**src/rtl/irq_mux.sv**
```systemverilog
// irq_mux: shares one PIC irq input among eight peripheral interrupt sources.
// Source events latch into STATUS (edge or level per source). ENABLE gates
// which pending sources may win arbitration. A winner gets a one-cycle irq
// pulse, and the block then holds until software writes End-Of-Interrupt.
//
// Register map (relative to IRQ_MUX_ADDRESS):
//   +0 ENABLE (R/W)   +1 STATUS (R, W1C)   +2 EDGE (R/W, 1 = rising edge)
//   +3 ACTIVE (R: {busy, 4'b0, active_id}; any write = EOI)
//
// Ports:
//   clk, reset        - clock, synchronous active-high reset
//   din, address      - I/O write data and address
//   w_en, r_en        - write / read strobes
//   dout              - registered read data
//   src               - peripheral interrupt sources
//   irq               - single-cycle request pulse to the PIC
//   active_id         - index of the source fired / in service
//   busy              - high while firing or in service
//
// Build option: define IRQ_MUX_RR_EN for round-robin arbitration; otherwise
// fixed priority (lowest index wins) and no pointer register exists.

module irq_mux #(
  parameter logic [7:0] IRQ_MUX_ADDRESS = 8'h00
) (
  input  logic       clk,
  input  logic       reset,
  input  logic [7:0] din,
  input  logic [7:0] address,
  input  logic       w_en,
  input  logic       r_en,
  output logic [7:0] dout,
  input  logic [7:0] src,
  output logic       irq,
  output logic [2:0] active_id,
  output logic       busy
);

  localparam int unsigned NUM_SRC = 8;
  localparam int unsigned ID_W    = 3;

  localparam logic [7:0] ADDR_ENABLE = IRQ_MUX_ADDRESS;
  localparam logic [7:0] ADDR_STATUS = 8'(IRQ_MUX_ADDRESS + 8'd1);
  localparam logic [7:0] ADDR_EDGE   = 8'(IRQ_MUX_ADDRESS + 8'd2);
  localparam logic [7:0] ADDR_ACTIVE = 8'(IRQ_MUX_ADDRESS + 8'd3);

  typedef enum logic [1:0] {
    S_IDLE    = 2'd0,
    S_FIRE    = 2'd1,
    S_SERVICE = 2'd2
  } state_t;

  state_t               state;
  logic [NUM_SRC-1:0]   enable;
  logic [NUM_SRC-1:0]   status;
  logic [NUM_SRC-1:0]   edge_sel;
  logic [NUM_SRC-1:0]   src_prev;

  logic [NUM_SRC-1:0]   pending;
  logic                 has_pending;
  logic [ID_W-1:0]      winner;
  logic                 eoi;
  logic [NUM_SRC-1:0]   set_mask;
  logic [NUM_SRC-1:0]   clr_mask;
  logic [NUM_SRC-1:0]   status_next;
  logic [7:0]           rd_data;

  assign pending     = status & enable;
  assign has_pending = |pending;
  assign eoi         = w_en && (address == ADDR_ACTIVE);

  // Edge sources set on a rising transition, level sources every high cycle
  assign set_mask = (edge_sel & src & ~src_prev) | (~edge_sel & src);

  // W1C write plus EOI clear of the serviced source; EOI only counts in SERVICE
  always_comb begin
    clr_mask = '0;
    if (w_en && (address == ADDR_STATUS)) begin
      clr_mask = din;
    end
    if (eoi && (state == S_SERVICE)) begin
      clr_mask = clr_mask | (NUM_SRC'(1) << active_id);
    end
  end

  // Set has priority over any clear in the same cycle
  assign status_next = (status & ~clr_mask) | set_mask;

`ifdef IRQ_MUX_RR_EN
  logic [ID_W-1:0] rr_ptr;

  // Round-robin: search from the slot after the last grant, wrapping 7 -> 0
  always_comb begin
    logic [ID_W-1:0] idx;
    logic            found;
    winner = '0;
    found  = 1'b0;
    idx    = '0;
    for (int i = 1; i <= NUM_SRC; i++) begin
      idx = ID_W'(rr_ptr + ID_W'(i));
      if (!found && pending[idx]) begin
        winner = idx;
        found  = 1'b1;
      end
    end
  end

  // Pointer follows the winner on each grant
  always_ff @(posedge clk) begin
    if (reset) begin
      rr_ptr <= ID_W'(NUM_SRC - 1);
    end else if ((state == S_IDLE) && has_pending) begin
      rr_ptr <= winner;
    end
  end
`else
  // Fixed priority: scanning downward leaves the lowest pending index
  always_comb begin
    winner = '0;
    for (int i = NUM_SRC - 1; i >= 0; i--) begin
      if (pending[i]) begin
        winner = ID_W'(i);
      end
    end
  end
`endif

  // Read data mux; unmapped addresses return zero
  always_comb begin
    rd_data = 8'h00;
    if (address == ADDR_ENABLE) begin
      rd_data = enable;
    end else if (address == ADDR_STATUS) begin
      rd_data = status;
    end else if (address == ADDR_EDGE) begin
      rd_data = edge_sel;
    end else if (address == ADDR_ACTIVE) begin
      rd_data = {busy, 4'b0000, active_id};
    end
  end

  // Registers, read port and arbitration FSM
  always_ff @(posedge clk) begin
    if (reset) begin
      state     <= S_IDLE;
      enable    <= '0;
      status    <= '0;
      edge_sel  <= '0;
      src_prev  <= '1;
      dout      <= 8'h00;
      irq       <= 1'b0;
      active_id <= '0;
      busy      <= 1'b0;
    end else begin
      src_prev <= src;
      status   <= status_next;

      if (w_en && (address == ADDR_ENABLE)) begin
        enable <= din;
      end
      if (w_en && (address == ADDR_EDGE)) begin
        edge_sel <= din;
      end
      if (r_en) begin
        dout <= rd_data;
      end

      case (state)
        S_IDLE: begin
          if (has_pending) begin
            active_id <= winner;
            irq       <= 1'b1;
            busy      <= 1'b1;
            state     <= S_FIRE;
          end
        end
        S_FIRE: begin
          irq   <= 1'b0;
          state <= S_SERVICE;
        end
        S_SERVICE: begin
          if (eoi) begin
            busy  <= 1'b0;
            state <= S_IDLE;
          end
        end
        default: begin
          irq   <= 1'b0;
          busy  <= 1'b0;
          state <= S_IDLE;
        end
      endcase
    end
  end

endmodule

```
**config.mk**
```make
export PLATFORM = sky130hd
export DESIGN_NAME = irq_mux
export DESIGN_NICKNAME = d
export VERILOG_FILES = /design/src/rtl/irq_mux.sv
export SDC_FILE = /design/constraint.sdc
export NUM_CORES = 1
export LEC_CHECK = 0
export CORE_MARGIN = 1
export CORE_UTILIZATION = 46
export DETAILED_ROUTE_END_ITERATION = 10
export PLACE_DENSITY = 0.84
export REMOVE_ABC_BUFFERS = 1
export SETUP_SLACK_MARGIN = 0.3
export SLEW_MARGIN = 20
export SYNTH_ARGS = -nofsm -noshare
export SYNTH_HDL_FRONTEND = slang
export SYNTH_SLANG_ARGS = --single-unit
```
**constraint.sdc**
```tcl
create_clock -name clk -period 1.5 [get_ports clk]
set_clock_uncertainty 0.05 [all_clocks]
set_input_delay 0.225 -clock clk [delete_from_list [all_inputs] [get_ports clk]]
set_output_delay 0.225 -clock clk [all_outputs]
set_load 0.02 [all_outputs]
```
==> results.cfg, run 1 <==
[worst_setup_path]
worstPathArrival_ns = 1.53
crit_chain = buf_4, nand2_1, a32oi_1, o21ai_0, a31o_2
crit_buf_inv = 1
cp-start-kind = flip-flop
cp_max_fo = 3
criticalPathCategory = flip-flop to flip-flop
required_ns = 1.67
r2r_setup_slack_ns = 0.15
reg2reg_to = active_id[0]
path_delay_family = compound AO/OA/AOI/OAI gates
reg2reg_depth = 5
cp_slowest_cell = dfxtp_2
end_kind = flip-flop
worst_path_largest_cell_delay_ns = 0.34
startpoint = enable[6]
reg2reg_from = enable[6]

[power]
power.density_nw_per_um2 = 755
p_leak_nw = 1.46
ir_worst_vdd_mv = 0.519

[timing]
min_period_ns = 1.35
slew_violations = 0
rsz0062_at_grt = yes
fmax_mhz = 738
maxSlewHeadroom = 0.635
hold_viol_final = 0
fin_tns_setup_ns = 0
tightestPinTransition_ns = 0.533
period_share = 0.903
finalSetupViolCount = 0

[synthesis]
synth-seq-area-share = 0.447
synthCells = 236
syn_area_per_cell_um2 = 8.92
async_reset_ff_frac = 0
ys_seq_elements = 47
synthesis.yosys.warnings = 0
synth_flop_cell = dfxtp_1
ys_types = 40
synthesis.area_um2 = 2100
synth_edf_count = 0

[floorplanning]
die_w_um = 69.6
die-area_um2 = 4850
initial_utilization = 0.480
core.rowCount = 24
die_h_um = 69.6
fp.coreArea_um2 = 4380
ios = 41

[drt]
dr_total_vias = 2177
postRouteAntennaNets = 0
drt-total-wl_um = 6790
first_pass_iters = 4
avgRoutedWirePerCell_um = 18.1
drc = 0
drtIter0Drc = 212
avgViaCountPerCell = 5.81

[clock_network]
cts_buffers = 5
cts_tree = built
clk_root_buffer_cell = clkbuf_8
clk_path_buf_depth = 2
htreeDepth = 2
clkSinkCount = 47
clkSlewWorstSetupHoldPaths_ns = 0.09
insertion_delay_ns = 0.32

[grt]
antenna_found_initial = 0
busiest_layer = met2
grt-ovfl-total = 0
grt_pass1_vias = 2101
grt_pass1_wl_um = 9890
met2_usage = 0.422
met1_usage = 0.323
grt_max_degree = 27
gr-usage-all-layers = 0.267
grtUsageMet3 = 0.0480

[final_layout]
final_cell_mix = buf_4, dfxtp_1, nand2_1
fin_nets = 350
area_growth_pct = 49.9
multi_input_area_um2 = 1260
final_layout_size_suffix_gt1_frac = 0.415
fillCellCount = 315
num_antenna_cells = 0
final_common_cell = buf_4
final_util = 0.719
ff_latch_area_um2 = 957

[hold_path]
min_to = dout[1]
hold_path_class = flip-flop to flip-flop
whs_path_depth = 2
hold_start = dout[1]

[placement]
place_hpwl_um = 4240
portBuffers = 40
gp_congestion = 0.887

[outcome]
status = finished clean

[job]
maxCapViolCount = 0
-- synthesized netlist by cell type (2+ instances only) --
cell type	n	area share
dfxtp_1	47	0.45
nand2_1	34	0.061
nor2_1	30	0.054
mux2i_1	20	0.095
a21oi_1	12	0.029
inv_1	10	0.018
a22oi_1	8	0.029
o221ai_1	8	0.033
or2_2	8	0.024
a211oi_1	7	0.025
clkbuf_1	5	0.0089
o21ai_0	5	0.012
a22o_1	4	0.017
o31ai_1	4	0.014
nand2b_1	3	0.0089
nand4_1	3	0.0089
a32oi_1	2	0.0083
buf_4	2	0.0071
nand4_2	2	0.012
nor2b_1	2	0.0059
-- what timing repair did --
action	4_1_cts	5_1_grt
setup endpoints to repair	52	46
resized for setup	86	53
endpoints found under the hold margin	0	0
pin swaps	19	30
gates cloned	2	0
hold buffers	0	0
buffers inserted	5	6
-- cells by family after synthesis --
family | after synthesis | share of synthesized area
buffers and inverters | 20 | 0.0440
AO/OA/AOI/OAI | 54 | 0.183
AND/OR/NAND/NOR | 94 | 0.227
flip-flops | 47 | 0.447
XOR/XNOR | 1 | 0.00416
multiplexers | 20 | 0.0951
-- final cells by class --
cell class | count | share of cell area
inverter | 10 | 0.0119
tap | 52 | 0.0206
sequential | 47 | 0.303
clock inverter | 3 | 0.00476
clock buffer | 5 | 0.0218
multi-input combinational | 169 | 0.400
timing repair buffer | 89 | 0.237
-- registers in the layout (all words and copies together) (netlist names) --
signal,count
dout,8
edge_sel,8
enable,8
src_prev,8
status,8
active_id,3
state,2
busy,1
irq,1
-- worst register-to-register path: cells and delay by family, from the launching register on --
kind | cells | cell delay, ns
AND/OR/NAND/NOR | 1 | 0.05
AO/OA/AOI/OAI | 3 | 0.69
flip-flops | 1 | 0.34
buffers and inverters | 1 | 0.13
-- layer usage --
metal  vias up  share of wire
li1       1019              -
met1      1038           0.41
met2        97           0.48
met3        23          0.069
met4         0          0.040
met5         -              0
-- power by group --
group          switching, mW  total [mW]  leakage, nW  internal (mW)
Clock                  0.442       0.761       0.0477          0.320
Combinational          0.152       0.309         1.02          0.156
Sequential            0.0271        1.31        0.389           1.28
Total                  0.621        2.38         1.46           1.76
-- per-stage QoR --
| step | worst slack, ns | cell area [um2] | total power [mW] | hold WS (ns) | cells |
|---|---|---|---|---|---|
| floorplan | 0.0150 | 2050 | 1.42 | 0.244 | 226 |
| global placement | -0.381 | 2810 | 1.61 | 0.389 | 354 |
| detailed placement | -0.486 | 2810 | 1.61 | 0.395 | 354 |
| CTS | 0.184 | 3000 | 2.36 | 0.414 | 369 |
| global route | 0.107 | 3150 | 2.49 | 0.446 | 375 |
| finish | 0.145 | 3150 | 2.38 | 0.423 | 375 |
-- worst max-delay path by stage --
stage               slack, ns  cells after the start            to
global placement        -0.38                      7       dout[1]
floorplan                0.02                      4       dout[0]
CTS                      0.18                      5  active_id[0]
global route             0.11                      5  active_id[0]
detailed placement      -0.49                      7       dout[0]
finish                   0.15                      5  active_id[0]
No activity file was read; power rests on OpenSTA's default activity.
==> run 2, diff against run 1 <==
- CORE_UTILIZATION: 46 -> 50
- DONT_BUFFER_PORTS: default -> 1
- GPL_TIMING_DRIVEN: default -> 0
- PLACE_DENSITY: 0.84 -> 0.77
==> run 2 against run 1 <==
  * The flow now finishes with violations (negative hold slack)
  * Total power fell by 8.0%
  * Design area shrank 20%
  * Clock-buffer cell count unchanged
  * Critical path depth stayed put
  * Register-to-register slack worse by 0.02 ns
==> results.cfg, run 2 (same netlist as run 1, synthesis figures left out) <==
[outcome]
status = complete, but fails checks
violations = negative hold slack

[final_layout]
fin_nets = 284
final_common_cell = nand2_1
final_cell_mix = nand2_1, dfxtp_1, nor2_1
final_util = 0.629
design_area_um2 = 2530
layout.cells.non_filler = 307
num_antenna_cells = 0
area_growth_pct = 20.5
fillCellCount = 346
final_layout_size_suffix_gt1_frac = 0.276

[power]
power_mw = 2.19
p_leak_nw = 1.12
power.density_nw_per_um2 = 864
ir_worst_vdd_mv = 0.545

[timing]
period_share = 0.914
slew_violations = 0
hold-worst-slack_ns = -0.0840
finalSetupViolCount = 0
fmax_mhz = 729
tightestPinTransition_ns = 0.506
rsz0062_at_grt = yes
maxSlewHeadroom = 0.662
hold_viol_final = 42
min_period_ns = 1.37

[placement]
dpl_cell_area_um2 = 2110
dp_cells = 276
portBuffers = 0
place_hpwl_um = 3340
gp_congestion = 0.865

[floorplanning]
initial_utilization = 0.522
fp.coreArea_um2 = 4030
core.rowCount = 23
die-area_um2 = 4470
die_w_um = 66.9
die_h_um = 66.9
ios = 41

[drt]
avgViaCountPerCell = 5.91
drtIter0Drc = 120
drc = 0
avgRoutedWirePerCell_um = 16.8
first_pass_iters = 4
dr_total_vias = 1814
drt-total-wl_um = 5160
postRouteAntennaNets = 0

[worst_setup_path]
cp_max_fo = 4
crit_buf_inv = 1
crit_chain = a22oi_2, nand4_1, buf_4, a21oi_1, a31o_2
cp_slowest_cell = dfxtp_1
criticalPathCategory = flip-flop to flip-flop
cp-start-kind = flip-flop
end_kind = flip-flop
startpoint = status[2]
worst_path_largest_cell_delay_ns = 0.37
required_ns = 1.70
worstPathArrival_ns = 1.57
reg2reg_from = status[2]
path_delay_family = compound AO/OA/AOI/OAI gates

[grt]
grt-ovfl-total = 0
antenna_found_initial = 0
grt_pass1_vias = 1689
grt_max_degree = 47
grt_pass1_wl_um = 7810
gr-usage-all-layers = 0.241

[clock_network]
cts_buffers = 5
htreeDepth = 2
insertion_delay_ns = 0.31
clk_root_buffer_cell = clkbuf_8
cts_tree = built
clkSlewWorstSetupHoldPaths_ns = 0.08
clkSinkCount = 47
hold_buffers = 8
clk_path_buf_depth = 2

[job]
maxCapViolCount = 0

[hold_path]
hold_start = reset
hold_path_class = input port to flip-flop
-- run 2: cell types whose count changed in the layout (fill, tap and decap cells not counted), sizes merged --
cell           before  now
clkbuf              7    5
dlygate4sd2         4    0
clkdlybuf4s50      18    0
dlygate4sd3         0    8
clkdlybuf4s15       1    0
buf                64   15
-- run 2: worst reg2reg max path: cells and delay by family, from the launching register on --
| kind | cells | cell delay, ns |
|---|---|---|
| AOI/OAI and AO/OA | 3 | 0.44 |
| DFF | 1 | 0.37 |
| and+or+nand+nor | 1 | 0.24 |
| buffers and inverters | 1 | 0.22 |
-- run 2: routing by layer --
| layer | vias up | GRT usage | part of all wire |
|---|---|---|---|
| met4 | 0 | 0.128 | 0.018 |
| met3 | 12 | 0.0736 | 0.068 |
| met1 | 850 | 0.299 | 0.44 |
| li1 | 881 | - | - |
| met2 | 71 | 0.371 | 0.47 |
| met5 | - | 0 | 0 |
-- run 2: per-stage QoR --
stage	worst slack, ns	TNS, ns
5_1_grt	0.0632	0
2_1_floorplan	0.0150	0
6_report	0.129	0
3_3_place_gp	-0.260	-6.16
4_1_cts	0.171	0
3_5_place_dp	-0.309	-7.27
-- run 2: path summary, 6_finish.rpt --
| kind | depth (start not counted) | endpoint | slack, ns |
|---|---|---|---|
| setup / recovery | 5 | active_id[0] | 0.13 |
| hold / removal | 1 | active_id[1] | -0.08 |
| setup reg to reg | 5 | active_id[0] | 0.13 |
| hold reg to reg | 3 | status[4] | 0.44 |
-- run 2: where the power goes --
part	switching (mW)	internal, mW
Combinational	0.0566	0.0716
Clock	0.421	0.319
Sequential	0.0441	1.28
Total	0.522	1.67
-- run 2: timing repair --
action / in CTS / in global routing
pin swaps: 19 / 8
hold endpoints to repair: 42 / 42
gates resized for setup: 25 / 19
endpoints found under the setup margin: 38 / 25
buffers inserted: 11 / 4
-- run 2: layout make-up --
type,instances,area (um2),share of cell area
clock buffers,5,68.8,0.0271
clock inverters,3,15.0,0.00592
inverters,10,37.5,0.0148
multi-input cells,169,1180,0.466
flip-flops and latches,47,970,0.383
well taps,50,62.6,0.0247
repair buffers,23,200,0.0790
==> run 3, diff against run 2 <==
- GPL_ROUTABILITY_DRIVEN: default -> 0
==> results of run 3 <==
Final layout, timing and power as in run 2 (identical DEF).
==> variant 1, RTL diff (flow settings as in run 1) <==
Register the inputs `din`, `address`, `w_en`, `r_en` and `src` before use. The logic sees them one clock later.
--- a/src/rtl/irq_mux.sv
+++ b/src/rtl/irq_mux.sv
@@ -50,6 +50,20 @@
     S_SERVICE = 2'd2
   } state_t;
 
+  logic [7:0] din_q;
+  logic [7:0] address_q;
+  logic w_en_q;
+  logic r_en_q;
+  logic [7:0] src_q;
+
+  always_ff @(posedge clk) begin
+    din_q     <= din;
+    address_q <= address;
+    w_en_q    <= w_en;
+    r_en_q    <= r_en;
+    src_q     <= src;
+  end
+
   state_t               state;
   logic [NUM_SRC-1:0]   enable;
   logic [NUM_SRC-1:0]   status;
@@ -67,16 +81,16 @@
 
   assign pending     = status & enable;
   assign has_pending = |pending;
-  assign eoi         = w_en && (address == ADDR_ACTIVE);
+  assign eoi         = w_en_q && (address_q == ADDR_ACTIVE);
 
   // Edge sources set on a rising transition, level sources every high cycle
-  assign set_mask = (edge_sel & src & ~src_prev) | (~edge_sel & src);
+  assign set_mask = (edge_sel & src_q & ~src_prev) | (~edge_sel & src_q);
 
   // W1C write plus EOI clear of the serviced source; EOI only counts in SERVICE
   always_comb begin
     clr_mask = '0;
-    if (w_en && (address == ADDR_STATUS)) begin
-      clr_mask = din;
+    if (w_en_q && (address_q == ADDR_STATUS)) begin
+      clr_mask = din_q;
     end
     if (eoi && (state == S_SERVICE)) begin
       clr_mask = clr_mask | (NUM_SRC'(1) << active_id);
@@ -128,13 +142,13 @@
   // Read data mux; unmapped addresses return zero
   always_comb begin
     rd_data = 8'h00;
-    if (address == ADDR_ENABLE) begin
+    if (address_q == ADDR_ENABLE) begin
       rd_data = enable;
-    end else if (address == ADDR_STATUS) begin
+    end else if (address_q == ADDR_STATUS) begin
       rd_data = status;
-    end else if (address == ADDR_EDGE) begin
+    end else if (address_q == ADDR_EDGE) begin
       rd_data = edge_sel;
-    end else if (address == ADDR_ACTIVE) begin
+    end else if (address_q == ADDR_ACTIVE) begin
       rd_data = {busy, 4'b0000, active_id};
     end
   end
@@ -152,16 +166,16 @@
       active_id <= '0;
       busy      <= 1'b0;
     end else begin
-      src_prev <= src;
+      src_prev <= src_q;
       status   <= status_next;
 
-      if (w_en && (address == ADDR_ENABLE)) begin
-        enable <= din;
-      end
-      if (w_en && (address == ADDR_EDGE)) begin
-        edge_sel <= din;
-      end
-      if (r_en) begin
+      if (w_en_q && (address_q == ADDR_ENABLE)) begin
+        enable <= din_q;
+      end
+      if (w_en_q && (address_q == ADDR_EDGE)) begin
+        edge_sel <= din_q;
+      end
+      if (r_en_q) begin
         dout <= rd_data;
       end
 
Formal check against the unedited RTL: not equivalent (Yosys sat finds a counterexample within 4 cycles, from zero or initial values and one cycle with reset high).
==> variant 1 against run 1 <==
Critical path type unchanged; fmax decreased by 13%; critical path depth unchanged; cell area is 14% higher; count of clock-buffer cells in the layout rose by 8; worst setup slack worse by 200 ps; via count shrank 2.8%; first-iteration DRC count is 46% lower; total power is 65% higher; combinational power decreased by 16%; highest routed layer unchanged; sequential share of layout area up 11 points; area after synthesis grew 26%; wire length fell by 14%; the run now ends with negative setup slack left; sequential cell count rose by 26.
==> variant 1: results (changes against run 1) <==
vias in the first global route: 2033 (-3.2%)
largest net degree at the start of global routing: 28 (+3.7%)
critical path peak fanout: 8 (+5)
Main synth FF type: dfxtp_1
DP Area: 3260 sq um (+16%)
ranking of synthesized cells by area: dfxtp_1 55%, mux2i_1 6.0%, nand2_1 3.8%, nor2_1 3.7%, mux4_2 3.4%
syn_area_per_cell: 10.5 sq um (+18%)
Setup WS post-layout: -56.0 ps (-201 ps)
Max VDD drop: 0.762 mV (+47%)
Synth warnings: 0 (unchanged)
gpl congestion: 0.857 (-3.4%)
DP HPWL: 4.08 mm (-3.7%)
worst-skew pair later-pin latency: 350 ps (+30 ps)
setup TNS: -143 ps (-143 ps)
placed cells: 378 (+6.8%)
worst reg2reg path endpoint: status[0]
first-pass GRT wire length: 9.36 mm (-5.3%)
drt wl/cell: 14.7 um (-19%)
# setup viols final: 4 (+4)
H-tree levels: 3 (+1)
Clock Path Buffers: 2 (unchanged)
library cells used by synthesis: 40 (unchanged)
Root Buffer: clkbuf_8
port bufs: 40 (unchanged)
Post-Route WL: 5.87 mm (-14%)
# diodes: 0 (unchanged)
failing checks: negative setup slack
share of post-route cells with drive strength above 1: 33.4% (-8.1 points)
CP Capture Point: status[0]
Async SR Flop Fraction: 0% (unchanged)
Largest stage delay, worst path: 330 ps
initial antenna violation count: 0 (unchanged)
number of CTS-inserted buffers: 9 (+4)
drt via density: 5.31 (-8.5%)
Hold WS: 256 ps (-167 ps)
Reg clk slew, reported paths: 70 ps (-20 ps)
DRT Pass-1 Iters: 4 (unchanged)
crit path DAT: 1730 ps (+200 ps)
P_leak: 0.00152 uW (+4.2%)
r2r worst-path depth: 5 (unchanged)
status: finished with violations
final-stage net count: 349 (-0.29%)
Synth top cells by count: 73 x dfxtp_1, 27 x nand2_1, 26 x nor2_1, 16 x a21oi_1, 16 x mux2i_1
Iter 0 DRT Violations: 115 (-46%)
Worst Setup SP: address_q[3]
family with the most delay on the worst path: simple AND/OR/NAND/NOR gates
DRC viols: 0 (unchanged)
Hold Startpoint: address[0]
min-delay worst type: input port to register
GRT Total Usage: 20.7% (-6.0 points)
slowest CP cell: dfxtp_2
Slew Viols, Final: 0 (unchanged)
slew margin rel.: 59.9% (-3.7 points)
Fillers: 445 (+41%)
Seq/Total Area, Yosys: 55.1% (+10 points)
variant 1: cell count changes in the layout (fill, tap and decap cells not counted), moves of 5 or more:
| cell | change |
|---|---|
| buf_4 | -13 |
| a21oi_1 | +5 |
| mux2i_1 | -5 |
| clkdlybuf4s50_1 | +9 |
| dfxtp_1 | +26 |
| nand3_2 | +5 |
| nand2_1 | -6 |
| buf_6 | -8 |
variant 1: how the worst min path moves through the flow:
stage / cells past startpoint / to
floorplan: 0 / address_q[0]
global placement: 1 / src_prev[2]
detailed placement: 1 / src_prev[4]
CTS: 1 / address_q[0]
global route: 1 / address_q[0]
finish: 1 / address_q[0]
variant 1: through the flow:
stage | util, % | worst slack, ps
3_3_place_gp | 58.9 | 3.21
5_1_grt | 64.9 | -95.3
6_report | 64.9 | -56.0
4_1_cts | 62.6 | -4.51
3_5_place_dp | 58.9 | -1.92
2_1_floorplan | - | -91.8
variant 1: timing repair:
item	in CTS	in global routing
gates resized for setup	73	25
endpoints found under the setup margin	52	41
setup buffers	1	2
pin swaps	5	21
gates cloned	0	1
variant 1: worst register-to-register path: cells and delay by family, from the launching register on:
| family | cells | cell delay (ps) |
|---|---|---|
| compound gates | 2 | 340 |
| buf+inv | 1 | 170 |
| simple gates | 2 | 550 |
| flops | 1 | 330 |
variant 1: per-layer routing:
layer	track usage (%)	vias to the layer above	wire length, um
met5	0	-	0
met4	9.26	0	143
met3	8.24	10	396
met2	32.6	77	2780
met1	24.9	992	2550
li1	-	1036	-
variant 1: report_power, final:
group | leakage (uW) | internal (uW) | switching [uW] | total [uW]
combinational | 0.000811 | 156 | 105 | 261
clock | 0.000102 | 937 | 661 | 1600
sequential | 0.000609 | 2010 | 59.7 | 2070
variant 1: area by class of cell:
type	instances	area share (%)
multi-input combinational	162	33.7
clock buffer	13	3.86
tap	72	2.50
clock inverter	3	1.81
timing repair buffer	66	16.0
inverter	9	0.939
sequential	73	41.2
variant 1: cells by family (layout without fill, tap and decap cells):
logic type | count (synthesis) | after routing | share of synthesized area [%]
DFF | 73 | 73 | 55.1
and+or+nand+nor | 95 | 96 | 18.3
AOI/OAI and AO/OA | 46 | 46 | 13.0
buffers and inverters | 18 | 91 | 4.15
muxes | 20 | 20 | 9.44
==> variant 2, RTL diff (flow settings as in run 1) <==
Made on the original files. The option `IRQ_MUX_RR_EN` is turned on by a define.
--- a/src/rtl/irq_mux.sv
+++ b/src/rtl/irq_mux.sv
@@ -19,6 +19,8 @@
 //
 // Build option: define IRQ_MUX_RR_EN for round-robin arbitration; otherwise
 // fixed priority (lowest index wins) and no pointer register exists.
+
+`define IRQ_MUX_RR_EN
 
 module irq_mux #(
   parameter logic [7:0] IRQ_MUX_ADDRESS = 8'h00
Formal check against the unedited RTL: not equivalent (a bounded check fails within 10 cycles, from zero or initial values and one cycle with reset high).
==> variant 2 against run 1 <==
Utilization grew 2.1 points; sequential cell count up 3; final cell count grew 50%; cell area is 52% higher; critical endpoint is now active_id[1]; sequential power up 5%; worst setup slack got worse by 1300 ps; via count up 67%; area after synthesis rose by 50%; the run now ends with negative setup slack left; wire length rose by 83%; global-route usage is 6.9 points higher; non-clock buffer count grew 51; highest routed layer unchanged; total power grew 11%; critical path depth up 3; clock power grew 26%.
==> variant 2: results (changes against run 1) <==
ranking of synthesized cells by area: dfxtp_1 32%, mux4_2 11%, mux2i_1 7.9%, nor2_1 5.6%, nand2_1 4.8%
post-synthesis mux area share: 20.2% (+11 points)
drt wl/cell: 22.2 um (+22%)
Iter 0 DRT Violations: 400 (+89%)
Max VDD drop: 0.620 mV (+19%)
status: finished with violations
crit path DAT: 2860 ps (+1330 ps)
Root Buffer: clkbuf_8
Synth Area in Adders: 0.795% (+0.79 points)
GRT Total Usage: 33.6% (+6.9 points)
setup TNS: -14690 ps (-14690 ps)
min-delay worst type: register to register
DP HPWL: 7.49 mm (+77%)
area grow syn2layout: 52.7%
# setup viols final: 33 (+33)
syn_area_per_cell: 8.92 sq um (about the same)
worst slack at placement: -1310 ps (-820 ps)
flop2flop setup slack: -1200 ps (-1340 ps)
r2r worst-path depth: 8 (+3)
share of post-route cells with drive strength above 1: 46.2% (+4.7 points)
P_leak: 0.00194 uW (+33%)
final-stage net count: 514 (+47%)
gpl congestion: 0.998 (+12%)
first-pass GRT wire length: 18.5 mm (+87%)
Setup WS post-layout: -1200 ps (-1340 ps)
M2 GR Usage: 58.3% (+16 points)
wl on met1: 4.50 mm (+62%)
Synth top cells by count: 50 x dfxtp_1, 47 x nor2_1, 40 x nand2_1, 25 x mux2i_1, 19 x a21oi_1
H-tree levels: 2 (unchanged)
# diodes: 0 (unchanged)
met2 WL post-DR: 6.04 mm (+85%)
DP Area: 4210 sq um (+50%)
slew margin rel.: 62.7% (-0.86 points)
met1 usage: 37.2% (+5.0 points)
critical path peak fanout: 6 (+3)
Clock Path Buffers: 2 (unchanged)
placed cells: 538 (+52%)
DR WL met3: 1.03 mm (+120%)
drt via density: 6.49 (+12%)
CP Capture Point: active_id[1]
Synth Area in Compound Gates: 17.3% (-1.0 points)
worst r2r src: rr_ptr[2]
initial antenna violation count: 0 (unchanged)
worst-skew pair later-pin latency: 310 ps
xor-xnor portion of the synthesized cell area: 1.39% (+0.97 points)
met3 Use GR: 7.77% (+3.0 points)
DRT Pass-1 Iters: 5 (+1)
failing checks: negative setup slack
Fillers: 380 (+21%)
routed vias: 3645 (+67%)
library cells used by synthesis: 57 (+43%)
Seq/Total Area, Yosys: 31.8% (-13 points)
==> variant 2: changes by cell type in the layout (fill, tap and decap cells not counted), sizes merged, moves of 7 or more <==
cell,delta
a21oi,+7
mux4,+17
nor2b,+11
buf,+48
a32oi,+7
nand3,+14
and2,+7
nor2,+17
o21ai,+12
o221ai,-7
==> variant 2: final cells by class <==
type,instances,share of cell area (%)
multi-input cells,278,47.9
clock inverters,2,0.781
flip-flops and latches,50,21.3
inverters,9,0.703
well taps,77,2.00
clock buffers,6,1.51
repair buffers,140,25.8
==> variant 2: worst min-delay path by stage <==
| stage | cells past startpoint | slack, ps | startpoint | endpoint |
|---|---|---|---|---|
| after floorplan | 1 | 240 | reset | active_id[0] |
| after global placement | 2 | 420 | irq | irq |
| after detailed placement | 2 | 430 | irq | irq |
| after CTS | 2 | 450 | irq | irq |
| after global routing | 2 | 470 | irq | irq |
| final | 2 | 440 | irq | irq |
==> variant 2: timing repair <==
action	4_1_cts	5_1_grt
gates resized for setup	147	30
gates cloned	1	0
setup buffers	7	8
pin swaps	36	21
setup endpoints to repair	55	52
==> variant 2: power by group <==
group | switching [uW] | leakage [uW] | internal (uW)
Sequential | 20.3 | 0.000410 | 1350
Combinational | 144 | 0.00148 | 170
Clock | 462 | 0.0000514 | 498
==> variant 2: cells by family (layout without fill, tap and decap cells) <==
logic type                 after synthesis  count (layout)
AOI/OAI and AO/OA                       76              76
xor gates and xnor gates                 2               2
adders and majority gates                2               2
buffers and inverters                   25             157
DFF                                     50              50
muxes                                   42              42
and+or+nand+nor                        156             156
==> variant 2: critical path, cell delays in order (launching register included) <==
cell and delay, ps:
dfxtp_2 480, buf_4 230, clkinv_1 200, mux4_2 340
nor2_1 70, or4_4 590, a221oi_2 240, a211oi_2 90
o41ai_2 310
